<file path="config.mk">
export PLATFORM = sky130hd
export DESIGN_NAME = stopwatch_ctrl_flat
export DESIGN_NICKNAME = d
export VERILOG_FILES = /design/src/rtl/stopwatch_ctrl_if.sv /design/src/rtl/stopwatch_ctrl.sv /design/src/flat_wrapper.sv
export SDC_FILE = /design/constraint.sdc
export NUM_CORES = 1
export LEC_CHECK = 0
export CAP_MARGIN = 40
export CORE_MARGIN = 2
export CORE_UTILIZATION = 58
export CTS_BUF_LIST = sky130_fd_sc_hd__clkbuf_2 sky130_fd_sc_hd__clkbuf_4 sky130_fd_sc_hd__clkbuf_8
export DETAILED_ROUTE_END_ITERATION = 8
export PLACE_DENSITY = 0.83
export SKIP_CTS_REPAIR_TIMING = 1
export SYNTH_ARGS = -nofsm -noshare
export SYNTH_HDL_FRONTEND = slang
export SYNTH_SLANG_ARGS = --single-unit
</file>
<file path="constraint.sdc">
create_clock -name clk -period 2.1 [get_ports clk]
set_input_delay 0.63 -clock clk [delete_from_list [all_inputs] [get_ports clk]]
set_output_delay 0.63 -clock clk [all_outputs]
set_load 0.02 [all_outputs]
</file>
<file path="src/rtl/stopwatch_ctrl_if.sv">
// Button inputs and control outputs of the stopwatch sequencer.
// The lap_btn signal exists only when STOPWATCH_LAP_EN is defined.
interface stopwatch_ctrl_if;
    logic       start_btn;
    logic       stop_btn;
    logic       clr_btn;
`ifdef STOPWATCH_LAP_EN
    logic       lap_btn;
`endif
    logic       tick_en;
    logic       cnt_clr;
    logic       running;
    logic       disp_freeze;
    logic [1:0] state;

`ifdef STOPWATCH_LAP_EN
    modport master (output start_btn, stop_btn, clr_btn, lap_btn,
                    input  tick_en, cnt_clr, running, disp_freeze, state);
    modport slave  (input  start_btn, stop_btn, clr_btn, lap_btn,
                    output tick_en, cnt_clr, running, disp_freeze, state);
`else
    modport master (output start_btn, stop_btn, clr_btn,
                    input  tick_en, cnt_clr, running, disp_freeze, state);
    modport slave  (input  start_btn, stop_btn, clr_btn,
                    output tick_en, cnt_clr, running, disp_freeze, state);
`endif
endinterface

</file>
<file path="src/rtl/stopwatch_ctrl.sv">
// Stopwatch control sequencer: button sync/debounce/edge detect, run/pause/clear FSM, gated prescaler.
// Optional lap/display-freeze state enabled by defining STOPWATCH_LAP_EN.
module stopwatch_ctrl #(
    parameter int DIV       = 50000000,
    parameter int DB_CYCLES = 1000000,
    parameter int PW        = 26,
    parameter int DW        = 20
) (
    input  logic             clk,
    input  logic             rst_n,
    stopwatch_ctrl_if.slave  bus
);
    typedef enum logic [1:0] {
        S_IDLE  = 2'b00,
        S_RUN   = 2'b01,
`ifdef STOPWATCH_LAP_EN
        S_LAP   = 2'b11,
`endif
        S_PAUSE = 2'b10
    } state_t;

`ifdef STOPWATCH_LAP_EN
    localparam int NB = 4;
`else
    localparam int NB = 3;
`endif

    logic [NB-1:0] w_raw;
    logic [NB-1:0] r_s1, r_s2, r_db, r_db_q, r_press;
    logic [DW-1:0] r_dbcnt [NB];

`ifdef STOPWATCH_LAP_EN
    assign w_raw = {bus.lap_btn, bus.clr_btn, bus.stop_btn, bus.start_btn};
`else
    assign w_raw = {bus.clr_btn, bus.stop_btn, bus.start_btn};
`endif

    // Press is registered so the FSM sees a clean single-cycle strobe.
    always_ff @(posedge clk) begin
        if (!rst_n) begin
            r_s1    <= '0;
            r_s2    <= '0;
            r_db    <= '0;
            r_db_q  <= '0;
            r_press <= '0;
            for (int i = 0; i < NB; i++) r_dbcnt[i] <= '0;
        end else begin
            r_s1    <= w_raw;
            r_s2    <= r_s1;
            r_db_q  <= r_db;
            r_press <= r_db & ~r_db_q;
            for (int i = 0; i < NB; i++) begin
                if (r_s2[i] == r_db[i]) begin
                    r_dbcnt[i] <= '0;
                end else if (r_dbcnt[i] == DW'(DB_CYCLES - 1)) begin
                    r_db[i]    <= r_s2[i];
                    r_dbcnt[i] <= '0;
                end else begin
                    r_dbcnt[i] <= r_dbcnt[i] + DW'(1);
                end
            end
        end
    end

    logic w_start, w_stop, w_clr;
    assign w_start = r_press[0];
    assign w_stop  = r_press[1];
    assign w_clr   = r_press[2];
`ifdef STOPWATCH_LAP_EN
    logic w_lap;
    assign w_lap   = r_press[3];
`endif

    logic [1:0]    r_state;
    logic [PW-1:0] r_presc;
    logic          r_tick, r_cnt_clr, r_running, r_freeze;
    state_t        w_state_nxt;
    logic          w_clr_nxt, w_counting, w_wrap;

    always_comb begin
        w_state_nxt = state_t'(r_state);
        w_clr_nxt   = 1'b0;
        case (r_state)
            S_IDLE: begin
                if (w_clr)        w_clr_nxt   = 1'b1;
                else if (w_start) w_state_nxt = S_RUN;
            end
            S_RUN: begin
                if (w_clr) begin
                    w_state_nxt = S_IDLE;
                    w_clr_nxt   = 1'b1;
                end else if (w_stop) begin
                    w_state_nxt = S_PAUSE;
                end
`ifdef STOPWATCH_LAP_EN
                else if (w_lap) begin
                    w_state_nxt = S_LAP;
                end
`endif
            end
            S_PAUSE: begin
                if (w_clr) begin
                    w_state_nxt = S_IDLE;
                    w_clr_nxt   = 1'b1;
                end else if (w_start) begin
                    w_state_nxt = S_RUN;
                end
            end
`ifdef STOPWATCH_LAP_EN
            S_LAP: begin
                if (w_clr) begin
                    w_state_nxt = S_IDLE;
                    w_clr_nxt   = 1'b1;
                end else if (w_stop) begin
                    w_state_nxt = S_PAUSE;
                end else if (w_lap) begin
                    w_state_nxt = S_RUN;
                end
            end
`endif
            default: w_state_nxt = S_IDLE;
        endcase
    end

`ifdef STOPWATCH_LAP_EN
    assign w_counting = (r_state == S_RUN) || (r_state == S_LAP);
`else
    assign w_counting = (r_state == S_RUN);
`endif
    assign w_wrap = w_counting && (r_presc == PW'(DIV - 1));

    // Tick is decided by the current state; a clear in the same cycle suppresses it.
    always_ff @(posedge clk) begin
        if (!rst_n) begin
            r_state   <= S_IDLE;
            r_presc   <= '0;
            r_tick    <= 1'b0;
            r_cnt_clr <= 1'b0;
            r_running <= 1'b0;
            r_freeze  <= 1'b0;
        end else begin
            r_state   <= w_state_nxt;
            r_cnt_clr <= w_clr_nxt;
            r_tick    <= w_wrap && !w_clr_nxt;
`ifdef STOPWATCH_LAP_EN
            r_running <= (w_state_nxt == S_RUN) || (w_state_nxt == S_LAP);
            r_freeze  <= (w_state_nxt == S_LAP);
`else
            r_running <= (w_state_nxt == S_RUN);
            r_freeze  <= 1'b0;
`endif
            if (w_clr_nxt || w_wrap) r_presc <= '0;
            else if (w_counting)     r_presc <= r_presc + PW'(1);
        end
    end

    assign bus.tick_en     = r_tick;
    assign bus.cnt_clr     = r_cnt_clr;
    assign bus.running     = r_running;
    assign bus.disp_freeze = r_freeze;
    assign bus.state       = r_state;
endmodule

</file>
<file path="src/flat_wrapper.sv">
// flat-port wrapper written by rule: the top's interface ports become plain ports
module stopwatch_ctrl_flat 
#(
    parameter int DIV       = 50000000,
    parameter int DB_CYCLES = 1000000,
    parameter int PW        = 26,
    parameter int DW        = 20
)
  (clk, rst_n, bus_start_btn, bus_stop_btn, bus_clr_btn, bus_tick_en, bus_cnt_clr, bus_running, bus_disp_freeze, bus_state);
  stopwatch_ctrl_if bus_i ();
  input  logic clk;
  input  logic rst_n;
  input wire logic [$bits(bus_i.start_btn)-1:0] bus_start_btn;
  input wire logic [$bits(bus_i.stop_btn)-1:0] bus_stop_btn;
  input wire logic [$bits(bus_i.clr_btn)-1:0] bus_clr_btn;
  output wire logic [$bits(bus_i.tick_en)-1:0] bus_tick_en;
  output wire logic [$bits(bus_i.cnt_clr)-1:0] bus_cnt_clr;
  output wire logic [$bits(bus_i.running)-1:0] bus_running;
  output wire logic [$bits(bus_i.disp_freeze)-1:0] bus_disp_freeze;
  output wire logic [$bits(bus_i.state)-1:0] bus_state;
  assign bus_i.start_btn = bus_start_btn;
  assign bus_i.stop_btn = bus_stop_btn;
  assign bus_i.clr_btn = bus_clr_btn;
  assign bus_tick_en = bus_i.tick_en;
  assign bus_cnt_clr = bus_i.cnt_clr;
  assign bus_running = bus_i.running;
  assign bus_disp_freeze = bus_i.disp_freeze;
  assign bus_state = bus_i.state;
  stopwatch_ctrl #(.DIV(DIV), .DB_CYCLES(DB_CYCLES), .PW(PW), .DW(DW)) u_core (.clk(clk), .rst_n(rst_n), .bus(bus_i));
endmodule
</file>
==> impl_metrics.json, run 1 <==
{
  "crit_family": "simple AND/OR/NAND/NOR gates",
  "num_vias": 4143,
  "finalMaxSlewViolations": 0,
  "p_total_uw": 3620,
  "peakVddDrop_mv": 0.365,
  "die_w_um": 98.7,
  "power_frac_comb": 0.047,
  "finalWorstSetupSlack_ns": -0.170,
  "synth_area_leaders": "edfxtp_1 35%, dfxtp_1 18%, xor2_1 4.2%",
  "placed_area_sq_um": 5790,
  "syn_inst": 528,
  "drive_gt1_frac": 0.117,
  "run_status": "finished with violations",
  "die_area_sq_um": 9740,
  "multi_input_comb_area_sq_um": 2630,
  "arrival_ns": 2.40,
  "grt_pass1_wl_um": 17100,
  "swShare": 0.239,
  "violations": "negative setup slack",
  "p_sw_uw": 867,
  "clkSlewWorstSetupHoldPaths_ns": 0.10,
  "stdcell_area_sq_um": 6110,
  "nNetsFinal": 629,
  "synth_xor_area_frac": 0.0741,
  "ant_nets": 0,
  "cp_cell_sequence": "or4_1 -> or4_4 -> o211ai_1 -> buf_4 -> clkbuf_16 -> a21oi_1",
  "antennaDiodeCount": 0,
  "path_buf_inv": 2,
  "cp-end-kind": "flop",
  "via_per_inst": 5.65,
  "gp_congestion": 0.813,
  "io_buffers": 9,
  "grt_max_degree": 22,
  "post_drt_wl_per_cell_um": 13.9,
  "row_count": 34,
  "yosysMostFrequentCell": "edfxtp_1",
  "synth_flop_cell": "edfxtp_1",
  "intPower_uw": 2760,
  "startpoint_type": "flop",
  "initial_core_util": 0.597,
  "avgSynthCellArea_sq_um": 9.85,
  "ctsLongestPathBuffers": 2,
  "clkSinkCount": 106,
  "cts-root-buf": "clkbuf_8",
  "synthSimpleGateAreaFrac": 0.267,
  "seq_area_sq_um": 2730,
  "fin_util": 0.700,
  "grt_pass1_vias": 4022,
  "hold_path_class": "reg2reg",
  "area_growth_pct": 17.4,
  "fmax_ghz": 0.440,
  "synthTopCellsByCount": "60 x edfxtp_1, 54 x nor2_1, 46 x dfxtp_1",
  "core_area_sq_um": 8720,
  "clock_latency_ns": 0.37,
  "synth_compound_area_frac": 0.0938,
  "antenna_found_initial": 0,
  "yosysUniqueCellTypes": 45,
  "h-tree-depth": 3,
  "yosys_warnings": 0,
  "pwr_density_cell_nw_per_um2": 593,
  "setup_viol": 20,
  "period_share": 1.08,
  "crit_type": "reg2reg",
  "worst_ep_required_time_ns": 2.23,
  "power.leakage_uw": 0.00213,
  "pre_cts_slack_ns": -0.115,
  "synth.top_cell.area_share": 0.346,
  "synthArstFlopShare": 0,
  "dp_hpwl_um": 6990,
  "grt_overflow": 0,
  "synth_edf_count": 60,
  "clockPowerShare": 0.320,
  "clock-skew-final_ns": 0.0118,
  "cts-buffers-inserted": 9,
  "crit_slowest_cell": "or4_4",
  "first_pass_iters": 5,
  "ys_seq_area_frac": 0.523,
  "critPathMaxFanout": 5,
  "synth_seq_cells": 106,
  "syn-cell-area_sq_um": 5200,
  "synth_top_family_by_area": "simple AND/OR/NAND/NOR gates",
  "drt_wl_total_um": 10200,
  "hold_viol_final": 0,
  "power_frac_seq": 0.633,
  "io_pins": 11,
  "drtIter0Drc": 115,
  "die_h_um": 98.7,
  "fin_crit_ns": 2.27,
  "grt_util_all_layers": 0.212,
  "cts_tree": "yes",
  "yosys-mux-area-fraction": 0.00385,
  "crit_path_max_incr_delay_ns": 0.53,
  "drv_cap": 0,
  "post_synth_fa_ha_maj_area_fraction": 0.00962,
  "n_fill_cell": 654,
  "grt_setup_unrepaired": "true",
  "yosysTopAreaCell": "edfxtp_1",
  "drc": 0
}
-- layout by cell type (no fill, tap or decap), types with 3 or more instances in the layout --
master,netlist,routed
and4_1,5,5
conb_1,2,61
nor4_1,8,8
edfxtp_1,60,60
o31ai_1,12,12
nor2b_1,4,4
o211ai_1,3,3
o21ai_0,27,27
clkdlybuf4s50_1,0,7
nand4b_1,3,3
xor2_1,25,25
and2_1,17,17
clkinv_4,0,3
a21oi_2,0,5
nor3_1,6,6
inv_1,15,15
or3_1,28,27
nor2_2,0,8
xnor2_1,19,19
and3_1,8,8
ha_1,4,4
nor2_1,54,45
dfxtp_1,46,44
a21oi_1,40,35
or4_1,20,19
nor4b_1,6,6
nand2_1,36,36
buf_4,1,25
or2_2,3,3
nand4_1,15,15
clkbuf_8,0,9
nand3_1,28,28
-- path summary, 6_finish.rpt --
check / from / to / slack, ns / depth (start not counted)
min: u_core.r_db_q[0]$_SDFF_PN0_ / u_core.r_press[0]$_SDFF_PN0_ / 0.39 / 1
max reg2reg: u_core.r_dbcnt[0][10]$_SDFFCE_PN0P_ / u_core.r_dbcnt[0][13]$_SDFFCE_PN0P_ / -0.17 / 6
max: u_core.r_dbcnt[0][10]$_SDFFCE_PN0P_ / u_core.r_dbcnt[0][13]$_SDFFCE_PN0P_ / -0.17 / 6
min reg2reg: u_core.r_db_q[0]$_SDFF_PN0_ / u_core.r_press[0]$_SDFF_PN0_ / 0.39 / 1
-- metal layers --
layer	GRT usage	wire length, um
met1	0.245	4290
met2	0.391	5350
met3	0.0475	386
met4	0.0664	145
met5	0	0
-- power by group through the flow --
| stage | Combinational (uW) | Clock [uW] | Sequential [uW] |
|---|---|---|---|
| 6_report | 170 | 1160 | 2290 |
| 5_1_grt | 194 | 1250 | 2300 |
| 4_1_cts | 153 | 1190 | 2290 |
| 3_5_place_dp | 152 | 0 | 2340 |
| 3_3_place_gp | 148 | 0 | 2330 |
| 2_1_floorplan | 100 | 0 | 2330 |
-- per-stage QoR --
| step | hold slack, ns | instances | setup TNS, ns |
|---|---|---|---|
| floorplan | 0.367 | 587 | -0.0628 |
| CTS | 0.395 | 727 | -2.35 |
| global route | 0.411 | 733 | -4.32 |
| detailed placement | 0.381 | 711 | -1.96 |
| finish | 0.391 | 733 | -2.98 |
| global placement | 0.372 | 711 | -1.55 |
-- sequential cells by signal, indices dropped and copies added, names as in the netlist --
register	cells
u_core.bus.cnt_clr	1
u_core.bus.running	1
u_core.bus.state	2
u_core.bus.tick_en	1
u_core.r_db	3
u_core.r_db_q	3
u_core.r_dbcnt	60
u_core.r_presc	26
u_core.r_press	3
u_core.r_s1	3
u_core.r_s2	3
-- cell families after synthesis --
logic type      count (synthesis)
simple gates                  250
xor+xnor                       44
flops                         106
mux                             2
buf+inv                        33
other cells                     2
compound gates                 87
fa+ha+maj                       4
-- worst register-to-register path: cells and delay by family (launching register included) --
family | cells | cell delay, ns
AOI/OAI and AO/OA | 2 | 0.22
buffers and inverters | 2 | 0.36
DFF | 1 | 0.39
and+or+nand+nor | 2 | 1.05
-- area by class of cell --
class                   count  area share
flip-flops and latches    106       0.446
multi-input cells         448       0.430
repair buffers             40      0.0631
well taps                 108      0.0221
clock buffers               9      0.0203
inverters                  15     0.00922
clock inverters             7     0.00902
Power figures use the tool's default switching activity.
==> run 2, diff against run 1 <==
Settings changed: CORE_UTILIZATION 58 to 30, PLACE_DENSITY 0.83 to 0.51.
==> impl_metrics.json, run 2 (synthesis gave the netlist of run 1 again) <==
{
  "hold_end": "u_core.r_press[0]$_SDFF_PN0_",
  "antenna_found_initial": 0,
  "holdWs_ns": 0.379,
  "fin_crit_ns": 2.25,
  "die_w_um": 136,
  "finalMaxSlewViolations": 0,
  "grt_max_degree": 22,
  "r2r_start": "u_core.r_dbcnt[0][8]$_SDFFCE_PN0P_",
  "hold_start": "u_core.r_db_q[0]$_SDFF_PN0_",
  "pwr_density_cell_nw_per_um2": 599,
  "layout_commonest_cell": "conb_1",
  "placed_area_sq_um": 6020,
  "critPathMaxFanout": 5,
  "cp_cell_sequence": "or4b_1 -> or4_4 -> o211ai_1 -> buf_4 -> buf_6 -> nor2_2",
  "drive_gt1_frac": 0.129,
  "grt_pass1_wl_um": 18400,
  "crit_family": "simple AND/OR/NAND/NOR gates",
  "grt_pass1_vias": 4056,
  "peakVddDrop_mv": 0.325,
  "first_pass_iters": 4,
  "reg2regPathDepth": 6,
  "worst_ep_required_time_ns": 2.24,
  "crit_type": "reg2reg",
  "core_area_sq_um": 17100,
  "pre_cts_slack_ns": -0.150,
  "initial_core_util": 0.304,
  "row_count": 48,
  "io_pins": 11,
  "layout_common_cells": "61 x conb_1, 60 x edfxtp_1, 48 x nor2_1",
  "reg2reg_setup_slack_ns": -0.15,
  "ant_nets": 0,
  "grt_util_all_layers": 0.123,
  "reg.largest.list": "u_core.r_dbcnt x60, u_core.r_presc x26",
  "power.leakage_uw": 0.00221,
  "grt_setup_unrepaired": "true",
  "arrival_ns": 2.39,
  "drc": 0,
  "area_growth_pct": 22.5,
  "place_inst": 835,
  "whs_path_depth": 1,
  "final_cells": 859,
  "clock-skew-final_ns": 0.0112,
  "hold_path_class": "reg2reg",
  "drv_cap": 0,
  "period_share": 1.07,
  "cts-buffers-inserted": 9,
  "r2r_end": "u_core.r_dbcnt[0][10]$_SDFFCE_PN0P_",
  "gp_congestion": 0.765,
  "cp-end-kind": "flop",
  "regMostFlops": "u_core.r_dbcnt",
  "num_vias": 4111,
  "post_drt_wl_per_cell_um": 12.4,
  "fin_util": 0.372,
  "path_buf_inv": 2,
  "fmax_ghz": 0.445,
  "startpoint_type": "flop",
  "cts_tree": "yes",
  "antennaDiodeCount": 0,
  "die_h_um": 136,
  "h-tree-depth": 3,
  "via_per_inst": 4.79,
  "stdcell_area_sq_um": 6370,
  "drtIter0Drc": 218,
  "run_status": "finished with violations",
  "finalWorstSetupSlack_ns": -0.149,
  "setup_viol": 21,
  "clkSlewWorstSetupHoldPaths_ns": 0.10,
  "ctsLongestPathBuffers": 2,
  "violations": "negative setup slack",
  "nNetsFinal": 638,
  "crit_slowest_cell": "or4b_1",
  "clkSinkCount": 106,
  "grt_overflow": 0,
  "cts-root-buf": "clkbuf_8",
  "dp_hpwl_um": 7350,
  "crit_path_max_incr_delay_ns": 0.53,
  "clock_latency_ns": 0.38,
  "largest_reg_flops": 60,
  "die_area_sq_um": 18400,
  "io_buffers": 9,
  "hold_viol_final": 0,
  "drt_wl_total_um": 10700,
  "n_fill_cell": 1739
}
==> run 2: changes by cell type in the layout (fill, tap and decap cells not counted), moves of 2 or more <==
cell,change
or4_4,+2
or4_1,-2
buf_4,+7
clkbuf_8,+2
buf_12,+2
nor2_2,-3
clkbuf_4,+3
clkinv_4,-3
nor2_1,+3
==> run 2: report_power, final <==
group / total [uW] / switching (uW) / internal (uW)
sequential: 2290 / 48.2 / 2240
combinational: 172 / 95.5 / 76.1
clock: 1350 / 697 / 657
total: 3820 / 841 / 2980
==> run 2: metrics by stage <==
step | setup TNS [ns] | total power, uW
6_report | -2.90 | 3820
5_1_grt | -4.06 | 3990
4_1_cts | -3.18 | 3860
3_5_place_dp | -2.70 | 2500
3_3_place_gp | -2.55 | 2490
2_1_floorplan | -0.0628 | 2430
==> run 2: worst max path at each step <==
| stage | from | endpoint | slack (ns) | cells after the start |
|---|---|---|---|---|
| 2_1_floorplan | u_core.r_dbcnt[0][15]$_SDFFCE_PN0P_ | u_core.r_dbcnt[0][17]$_SDFFCE_PN0P_ | -0.009 | 5 |
| 3_3_place_gp | u_core.r_dbcnt[0][15]$_SDFFCE_PN0P_ | u_core.r_dbcnt[0][3]$_SDFFCE_PN0P_ | -0.14 | 5 |
| 3_5_place_dp | u_core.r_dbcnt[0][15]$_SDFFCE_PN0P_ | u_core.r_dbcnt[0][2]$_SDFFCE_PN0P_ | -0.15 | 5 |
| 4_1_cts | u_core.r_dbcnt[0][15]$_SDFFCE_PN0P_ | u_core.r_dbcnt[0][2]$_SDFFCE_PN0P_ | -0.17 | 5 |
| 5_1_grt | u_core.r_dbcnt[0][8]$_SDFFCE_PN0P_ | u_core.r_dbcnt[0][12]$_SDFFCE_PN0P_ | -0.20 | 6 |
| 6_report | u_core.r_dbcnt[0][8]$_SDFFCE_PN0P_ | u_core.r_dbcnt[0][10]$_SDFFCE_PN0P_ | -0.15 | 6 |
==> run 2: cell type report <==
class                           instances  area [sq um]  area share
Clock buffer                           14           174      0.0273
Clock inverter                          2          35.0     0.00550
Inverter                               15          56.3     0.00883
Multi-Input combinational cell        448          2620       0.412
Sequential cell                       106          2730       0.428
Tap cell                              225           282      0.0442
Timing Repair Buffer                   49           478      0.0750
==> run 2: routing by layer <==
metal  up-vias  global-route usage  share of wire
met5         -                   0              0
met4         0              0.0255          0.011
met3         9              0.0393          0.034
met2        38               0.212           0.48
met1      1972               0.152           0.47
li1       2092                   -              -
==> run 3, diff against run 2 <==
Settings changed: SKIP_LAST_GASP set to 1.
==> impl_metrics.json, run 3 (synthesis gave the netlist of run 1 again) <==
{
  "critPathMaxFanout": 5,
  "regMostFlops": "u_core.r_dbcnt",
  "peakVddDrop_mv": 0.325,
  "run_status": "finished with violations",
  "placed_area_sq_um": 6020,
  "violations": "negative setup slack",
  "die_area_sq_um": 18400,
  "cp-end-kind": "flop",
  "drc": 0,
  "grt_max_degree": 22,
  "startpoint_type": "flop",
  "grt_pass1_wl_um": 18400,
  "reg2reg_setup_slack_ns": -0.15,
  "layout_commonest_cell": "conb_1",
  "ant_nets": 0,
  "place_inst": 835,
  "drv_cap": 0,
  "dp_hpwl_um": 7350,
  "ctsLongestPathBuffers": 2,
  "hold_viol_final": 0,
  "worst_ep_required_time_ns": 2.24,
  "die_w_um": 136,
  "finalMaxSlewViolations": 0,
  "antenna_found_initial": 0,
  "crit_slowest_cell": "or4b_1",
  "initial_core_util": 0.304,
  "grt_overflow": 0,
  "h-tree-depth": 3,
  "stdcell_area_sq_um": 6370,
  "grt_use_met3": 0.0393,
  "cts-buffers-inserted": 9,
  "path_buf_inv": 2,
  "core_area_sq_um": 17100,
  "n_fill_cell": 1736,
  "largest_reg_flops": 60,
  "fmax_ghz": 0.445,
  "period_share": 1.07,
  "clkSlewWorstSetupHoldPaths_ns": 0.10,
  "fin_tns_setup_ns": -2.87,
  "layout_common_cells": "61 x conb_1, 60 x edfxtp_1, 48 x nor2_1",
  "clock_latency_ns": 0.38,
  "setup_viol": 21,
  "row_count": 48,
  "crit_family": "simple AND/OR/NAND/NOR gates",
  "fin_util": 0.372,
  "via_per_inst": 4.81,
  "nNetsFinal": 638,
  "die_h_um": 136,
  "antennaDiodeCount": 0,
  "fin_crit_ns": 2.25,
  "arrival_ns": 2.39,
  "cts-root-buf": "clkbuf_8",
  "clkSinkCount": 106,
  "drt_wl_total_um": 10700,
  "power.leakage_uw": 0.00221,
  "clock-skew-final_ns": 0.0112,
  "grt_pass1_vias": 4056,
  "grt_setup_unrepaired": "true",
  "grt_util_all_layers": 0.123,
  "use_met1": 0.152,
  "crit_type": "reg2reg",
  "drtIter0Drc": 224,
  "area_growth_pct": 22.5,
  "post_drt_wl_per_cell_um": 12.4,
  "grt.busiest_layer": "met2",
  "finalWorstSetupSlack_ns": -0.146,
  "crit_path_max_incr_delay_ns": 0.53,
  "gr-usage-met2": 0.212,
  "drive_gt1_frac": 0.128,
  "pwr_density_cell_nw_per_um2": 599,
  "first_pass_iters": 4,
  "num_vias": 4128,
  "io_pins": 11,
  "hold_path_class": "reg2reg",
  "io_buffers": 9,
  "gp_congestion": 0.765,
  "reg.largest.list": "u_core.r_dbcnt x60, u_core.r_presc x26",
  "cts_tree": "yes",
  "cp_cell_sequence": "or4b_1 -> or4_4 -> o211ai_1 -> buf_4 -> buf_6 -> nor2_2",
  "final_cells": 859
}
[run 3: changes by cell type in the layout (fill, tap and decap cells not counted)]
cell,delta
or4_1,+1
or4_4,-1
[run 3: worst paths after layout]
| kind | cells past startpoint | to | start |
|---|---|---|---|
| worst min-delay path | 1 | u_core.r_press[0]$_SDFF_PN0_ | u_core.r_db_q[0]$_SDFF_PN0_ |
| worst max register to register | 6 | u_core.r_dbcnt[0][10]$_SDFFCE_PN0P_ | u_core.r_dbcnt[0][8]$_SDFFCE_PN0P_ |
| worst min register to register | 1 | u_core.r_press[0]$_SDFF_PN0_ | u_core.r_db_q[0]$_SDFF_PN0_ |
| worst max-delay path | 6 | u_core.r_dbcnt[0][10]$_SDFFCE_PN0P_ | u_core.r_dbcnt[0][8]$_SDFFCE_PN0P_ |
[run 3: power breakdown]
group	leakage (uW)	total (uW)	switching (uW)	internal (uW)
Combinational	0.00111	171	95.2	76.1
Sequential	0.000992	2290	48.1	2240
Clock	0.000111	1350	696	657
[run 3: through the flow]
step	power [uW]	hold WS, ns	worst slack, ns
floorplan	2430	0.367	-0.00856
global placement	2490	0.373	-0.139
detailed placement	2500	0.373	-0.150
CTS	3860	0.389	-0.171
global route	3990	0.401	-0.202
finish	3820	0.379	-0.146
[run 3: metal layers]
| layer | vias up | wire length [um] | part of all wire |
|---|---|---|---|
| li1 | 2094 | - | - |
| met1 | 1981 | 5050 | 0.47 |
| met2 | 44 | 5130 | 0.48 |
| met3 | 9 | 372 | 0.035 |
| met4 | 0 | 120 | 0.011 |
| met5 | - | 0 | 0 |
[run 3: cell type report]
class / instances / area [sq um] / share of cell area
flip-flops and latches: 106 / 2730 / 0.428
multi-input cells: 448 / 2620 / 0.411
clock buffers: 14 / 174 / 0.0273
repair buffers: 49 / 478 / 0.0750
inverters: 15 / 56.3 / 0.00884
well taps: 225 / 282 / 0.0442
clock inverters: 2 / 35.0 / 0.00550
